<file path="config.mk">
export PLATFORM = sky130hd
export DESIGN_NAME = vga_timing
export DESIGN_NICKNAME = d
export VERILOG_FILES = /design/src/rtl/vga_timing.sv
export SDC_FILE = /design/constraint.sdc
export NUM_CORES = 1
export LEC_CHECK = 0
export ABC_AREA = 1
export CAP_MARGIN = 10
export CORE_AREA = 2 2 56 58
export CTS_CLUSTER_DIAMETER = 80
export DETAILED_ROUTE_END_ITERATION = 12
export DIE_AREA = 0 0 58 60
export GPL_TIMING_DRIVEN = 0
export PLACE_DENSITY = 0.8
export SYNTH_ARGS = -nofsm -noshare
export SYNTH_HDL_FRONTEND = slang
export SYNTH_SLANG_ARGS = --single-unit
</file>
<file path="constraint.sdc">
create_clock -name clk -period 3.1 [get_ports clk]
set_clock_uncertainty 0.1 [all_clocks]
set_input_delay 0.62 -clock clk [delete_from_list [all_inputs] [get_ports clk]]
set_output_delay 0.62 -clock clk [all_outputs]
set_load 0.05 [all_outputs]
</file>
<file path="src/rtl/vga_timing.sv">
// SVGA 800x600@60 timing generator: counters, blanking, sync and frame-start, all registered.
// Optional frame counter output enabled by defining VGA_FRAME_CNT_EN.
module vga_timing #(
    parameter int   H_ACTIVE  = 800,
    parameter int   H_FP      = 40,
    parameter int   H_SYNC    = 128,
    parameter int   H_BP      = 88,
    parameter int   V_ACTIVE  = 600,
    parameter int   V_FP      = 1,
    parameter int   V_SYNC    = 4,
    parameter int   V_BP      = 23,
    parameter logic HSYNC_POL = 1'b1,
    parameter logic VSYNC_POL = 1'b1
) (
    input  logic        clk,
    input  logic        rst,
    output logic [10:0] hcount,
    output logic [9:0]  vcount,
    output logic        hblnk,
    output logic        vblnk,
    output logic        hsync,
    output logic        vsync,
`ifdef VGA_FRAME_CNT_EN
    output logic [15:0] frame_cnt,
`endif
    output logic        frame_start
);

    localparam int H_TOTAL = H_ACTIVE + H_FP + H_SYNC + H_BP;
    localparam int V_TOTAL = V_ACTIVE + V_FP + V_SYNC + V_BP;

    localparam logic [10:0] H_LAST  = 11'(H_TOTAL - 1);
    localparam logic [10:0] H_ACT_W = 11'(H_ACTIVE);
    localparam logic [10:0] HS_BEG  = 11'(H_ACTIVE + H_FP);
    localparam logic [10:0] HS_END  = 11'(H_ACTIVE + H_FP + H_SYNC - 1);
    localparam logic [9:0]  V_LAST  = 10'(V_TOTAL - 1);
    localparam logic [9:0]  V_ACT_W = 10'(V_ACTIVE);
    localparam logic [9:0]  VS_BEG  = 10'(V_ACTIVE + V_FP);
    localparam logic [9:0]  VS_END  = 10'(V_ACTIVE + V_FP + V_SYNC - 1);

    if (H_TOTAL > 2048) begin : g_h_total_illegal
        $error("vga_timing: H_TOTAL %0d exceeds 2048", H_TOTAL);
    end
    if (V_TOTAL > 1024) begin : g_v_total_illegal
        $error("vga_timing: V_TOTAL %0d exceeds 1024", V_TOTAL);
    end

    logic [10:0] hcount_r;
    logic [9:0]  vcount_r;
    logic        hblnk_r;
    logic        vblnk_r;
    logic        hsync_r;
    logic        vsync_r;
    logic        frame_start_r;

    logic [10:0] h_next_s;
    logic [9:0]  v_next_s;
    logic        frame_wrap_s;
    logic        hblnk_s;
    logic        vblnk_s;
    logic        hsync_s;
    logic        vsync_s;

    // Next counter position and frame-wrap detection.
    always_comb begin
        h_next_s     = hcount_r + 11'd1;
        v_next_s     = vcount_r;
        frame_wrap_s = 1'b0;
        if (hcount_r == H_LAST) begin
            h_next_s = 11'd0;
            if (vcount_r == V_LAST) begin
                v_next_s     = 10'd0;
                frame_wrap_s = 1'b1;
            end else begin
                v_next_s = vcount_r + 10'd1;
            end
        end else begin
            h_next_s = hcount_r + 11'd1;
        end
    end

    // Flags decoded from the next position so they land in the same cycle as the counts.
    always_comb begin
        hblnk_s = (h_next_s >= H_ACT_W);
        vblnk_s = (v_next_s >= V_ACT_W);
        if ((h_next_s >= HS_BEG) && (h_next_s <= HS_END)) begin
            hsync_s = HSYNC_POL;
        end else begin
            hsync_s = ~HSYNC_POL;
        end
        if ((v_next_s >= VS_BEG) && (v_next_s <= VS_END)) begin
            vsync_s = VSYNC_POL;
        end else begin
            vsync_s = ~VSYNC_POL;
        end
    end

    // Counter and flag registers; reset lands on the valid pixel (0,0).
    always_ff @(posedge clk) begin
        if (rst) begin
            hcount_r      <= 11'd0;
            vcount_r      <= 10'd0;
            hblnk_r       <= 1'b0;
            vblnk_r       <= 1'b0;
            hsync_r       <= ~HSYNC_POL;
            vsync_r       <= ~VSYNC_POL;
            frame_start_r <= 1'b0;
        end else begin
            hcount_r      <= h_next_s;
            vcount_r      <= v_next_s;
            hblnk_r       <= hblnk_s;
            vblnk_r       <= vblnk_s;
            hsync_r       <= hsync_s;
            vsync_r       <= vsync_s;
            frame_start_r <= frame_wrap_s;
        end
    end

`ifdef VGA_FRAME_CNT_EN
    logic [15:0] frame_cnt_r;

    // Frame counter steps on the same edge that raises frame_start.
    always_ff @(posedge clk) begin
        if (rst) begin
            frame_cnt_r <= 16'd0;
        end else if (frame_wrap_s) begin
            frame_cnt_r <= frame_cnt_r + 16'd1;
        end else begin
            frame_cnt_r <= frame_cnt_r;
        end
    end

    assign frame_cnt = frame_cnt_r;
`endif

    assign hcount      = hcount_r;
    assign vcount      = vcount_r;
    assign hblnk       = hblnk_r;
    assign vblnk       = vblnk_r;
    assign hsync       = hsync_r;
    assign vsync       = vsync_r;
    assign frame_start = frame_start_r;

endmodule

</file>
After elaboration in Yosys (flattened, before gate mapping)
Index checks and enable logic that the tools add are counted.

Register bits: 26. Latch bits: 0. Input bits: 2. Bits in writable memories: 0. Word-level logic and storage cells: 27. Memories kept: 0. ROM bits: 0. Output and inout port bits: 26.

Muxes and demuxes: 6. Magnitude comparators: 6. Bitwise operators: 1. Shift operators: 0. Equal/unequal tests: 2. Add/subtract/negate cells: 2. Multipliers: 0. Divide/modulo/power cells: 0. Reduce and logical (&&, ||, !) cells: 3.

Operator list (number): greater-or-equal comparator 11 x 10 -> 1 bit (second input constant) (2); greater-or-equal comparator 10 bit (second input constant) (2); two-way mux 10 bit (2); adder 11 x 1 -> 11 bit (second input constant) (1); equality test 11 bit (second input constant) (1); less-or-equal comparator 11 x 10 -> 1 bit (second input constant) (1); two-way mux 11 bit (1); adder 10 x 1 -> 10 bit (second input constant) (1); equality test 10 bit (second input constant) (1); less-or-equal comparator 10 bit (second input constant) (1); two-way mux 1 bit (3); logical AND 1 bit (2); OR reduction 2 bit (1); NOT 1 bit (1).

Longest topological paths before layout
Depth in word-level cells: 6. Depth in mapped cells: 13. Mapped depth without buffers: 13.

Worst setup path after synthesis
OpenSTA, ideal clock, no wires.

Kind: reg2reg. From: register hcount_r[0] (netlist: hcount[0]). To: register vsync_r (netlist: vsync). Period minus slack after synthesis: 2.168 ns. Required time: 2.890 ns. Library setup time: 0.110 ns. Slack: 0.932 ns. Arrival time: 1.959 ns. Path buffers: 1. Cell stages (with the launch flop): 14. Path through: dfxtp_1 -> ha_1 -> nand2_2 -> nor2_2 -> nand2_2 -> nor2_8 -> buf_12 -> nand2_1 -> nand2_1 -> nand2_1 -> nand2_1 -> nand2_1 -> inv_1 -> nor2_2.

Word-level cells in the longest chain between the ends: 5. Elaborated cells between the ends (all ways): 6. Those cells by class: 2 x order compare; 1 x eq/ne; 2 x mux; 1 x reduce/logical.

Ends and longest elaborated chain: start: declaration (RTL line 48) `logic [10:0] hcount_r;`; start signal: assignment (RTL line 109) `hcount_r <= h_next_s;`; equality test 11 bit * (RTL line 69) `if (hcount_r == H_LAST) begin`; two-way mux 10 bit * (RTL line 69); greater-or-equal comparator 10 bit / less-or-equal comparator 10 bit (equally long branches) (RTL line 91) `if ((v_next_s >= VS_BEG) && (v_next_s <= VS_END)) begin`; logical AND 1 bit * (RTL line 91); two-way mux 1 bit * (RTL line 91); end signal: assignment (RTL line 106) `vsync_r <= ~VSYNC_POL;`; end signal: assignment (RTL line 114) `vsync_r <= vsync_s;`; end: declaration (RTL line 53) `logic vsync_r;`.

Mark *: on every way between the ends. The rest lies on a longest branch, timed or not. A chain may end at the register's enable or synchronous reset.

Final worst setup path
From: register vcount_r[4] (netlist: vcount[4]). To: output vcount[4].

RTL lines: start: declaration (RTL line 49) `logic [9:0] vcount_r;`; start signal: assignment (RTL line 110) `vcount_r <= v_next_s;`; end: declaration (RTL line 18) `output logic [9:0] vcount,`.

No word-level cell between the ends.

==> metrics.cfg <==
[status]
status = completed

[critical_path]
crit_path_end_kind = output port
path_buf_inv = 1
max_stage_delay_ns = 0.86
path_max_fanout = 6
crit_arrival_ns = 1.71
crit_path_cell_trace = clkdlybuf4s50_1
crit_family = buffers and inverters
critPathKind = reg2out
worstPathRequired_ns = 2.38
cp-start-kind = flop
cp_slowest_cell = clkdlybuf4s50_1

[synthesis]
synth_cell_types = 29
netlist_area_um2 = 1503
synth.yosys.seq_area_share_pct = 34.64
syn_inst = 224
yosys_register_bits = 26
synth_nets = 229
synth_warnings = 0
synth.avg_cell_area_um2 = 6.708

[global_routing]
antenna_found_initial = 0
track_usage_pct = 18.93
grt_overflow = 0
grt_max_degree = 14
grt_pass1_wl_um = 5057
grt_pass1_vias = 1187

[sta]
slew_headroom_pct = 66.92
period_share_pct = 78.34
rsz0062_at_grt = false
hold_viol = 0
finalCriticalPeriod_ns = 2.429
final-setup-viol-count = 0
tns_ns = 0
slew_viol_final = 0
whs_ns = 0.4131
tightest_slew_ns = 0.4946
fmax_mhz = 411.8

[cts]
cts-root-buf = clkbuf_4
numCtsBuffers = 3
hold_buffers = 0
clock_latency_ns = 0.33
clock_path_buffers = 2
cts_resized = 0
cts_tree = yes
cts_max_level = 1
clkTransAtPathRegs_ns = 0.14
cts_num_sinks = 26
post-cts-setup-buffers = 0

[drt]
route.vias.total = 1385
drt-initial-drc-count = 74
highest_layer = met4
viasPerCell = 4.843
firstDrtPassIters = 4
wl_met1_um = 1427
wirelength_um = 2971
ant_nets = 0
wire_per_inst_um = 10.39
drcViolationCount = 0
wl_met2_um = 1398
wl_met3_um = 93

[final_layout]
instances_no_fill = 286
drive_gt1_share_pct = 11.46
fin_area_um2 = 1827
nets = 260
syn_to_final_growth_pct = 21.57
diodes = 0

[placed_design]
dpl-instance-area_um2 = 1804
gp_congestion = 0.8499
io_buffer_count = 26
dp_hpwl_um = 2330
dpl.cell_count = 283

[power_and_ir_drop]
pwr-share-clk_pct = 27.4
p_sw_share_pct = 23.73
p_seq_share_pct = 66.4
power.total_mw = 0.5149
combPwrFrac_pct = 6.2
p_int_mw = 0.3927
leakage_nw = 0.8187
switchingPower_mw = 0.1222
power_density_nw_per_um2 = 281.9
vdd_drop_max_mv = 0.2813

[die]
core_area_um2 = 2903
start_util_pct = 51.77
io_pins = 28
fp.dieW_um = 58
die_area_um2 = 3480
rows = 20
chipHeight_um = 60

[hold_path]
worstHoldPathType = reg2reg

[flow_run]
max_cap_violations = 0

[synth_stat cells (all sizes together)]
cell	n	share of area [%]
xnor2	1	0.58
nand3	24	9.7
dfxtp	26	35
buf	3	1.9
a21oi	2	0.92
nor3	2	1.0
ha	3	2.5
clkbuf	1	0.25
o21ai	3	1.2
and3	1	0.42
xor2	7	4.1
nor4	1	0.42
nand4	3	1.2
inv	33	8.2
nand2	68	18
nor2	44	14
o21bai	1	0.50
nand3b	1	0.50
[final cells by class]
class                      count  area, µm²
inverter                      33      123.9
multi-input combinational    161      825.8
buffer                         4      32.53
clock buffer                   3      22.52
timing repair buffer          26      260.3
sequential                    26      520.5
fill                         290       1076
tap                           33      41.29
[power groups by stage]
stage,logic (mW),registers [mW],clock network [mW]
after CTS,0.0326,0.342,0.143
after global placement,0.0323,0.349,0
final,0.0322,0.342,0.141
after global routing,0.0353,0.343,0.156
after floorplan,0.0115,0.360,0
after detailed placement,0.0324,0.349,0
[metal layers]
layer / track usage [%] / up-vias
met4: 8.638 / 0
li1: - / 743
met5: 0 / -
met1: 23.87 / 612
met2: 32.95 / 25
met3: 1.515 / 5
[through the flow]
step | util, % | setup WS [ns]
floorplan | - | 0.9318
global placement | 62.16 | 1.064
detailed placement | 62.16 | 1.049
CTS | 62.93 | 0.6836
global route | 62.93 | 0.6287
finish | 62.93 | 0.6715
[sequential cells by signal, summed over array words and instances, names as in the netlist]
signal / count
vblnk: 1
hcount: 11
vcount: 10
vsync: 1
hsync: 1
frame_start: 1
hblnk: 1
[cells in the final DEF (no fill, tap or decap), drive strengths merged, types with 4 or more instances in the layout]
cell type	netlist	layout
nor2	44	44
dfxtp	26	26
nand2	68	68
clkbuf	1	4
clkdlybuf4s50	0	26
inv	33	33
nand3	24	24
xor2	7	7
[final timing paths]
path / startpoint / end / slack (ns) / depth (start not counted)
worst max-delay path: vcount[4]$_SDFF_PP0_ / vcount[4] / 0.67 / 1
worst max register to register: hcount[0]$_SDFF_PP0_ / hblnk$_SDFF_PP0_ / 1.16 / 8
worst min register to register: hcount[0]$_SDFF_PP0_ / hcount[0]$_SDFF_PP0_ / 0.41 / 1
worst min-delay path: hcount[0]$_SDFF_PP0_ / hcount[0]$_SDFF_PP0_ / 0.41 / 1
[cell families after synthesis]
group / after synthesis / synth area share (%)
flops: 26 / 34.64
fa+ha+maj: 3 / 2.498
xor+xnor: 8 / 4.663
compound gates: 6 / 2.665
simple gates: 144 / 45.13
buf+inv: 37 / 10.41
Power figures use the tool's default switching activity.
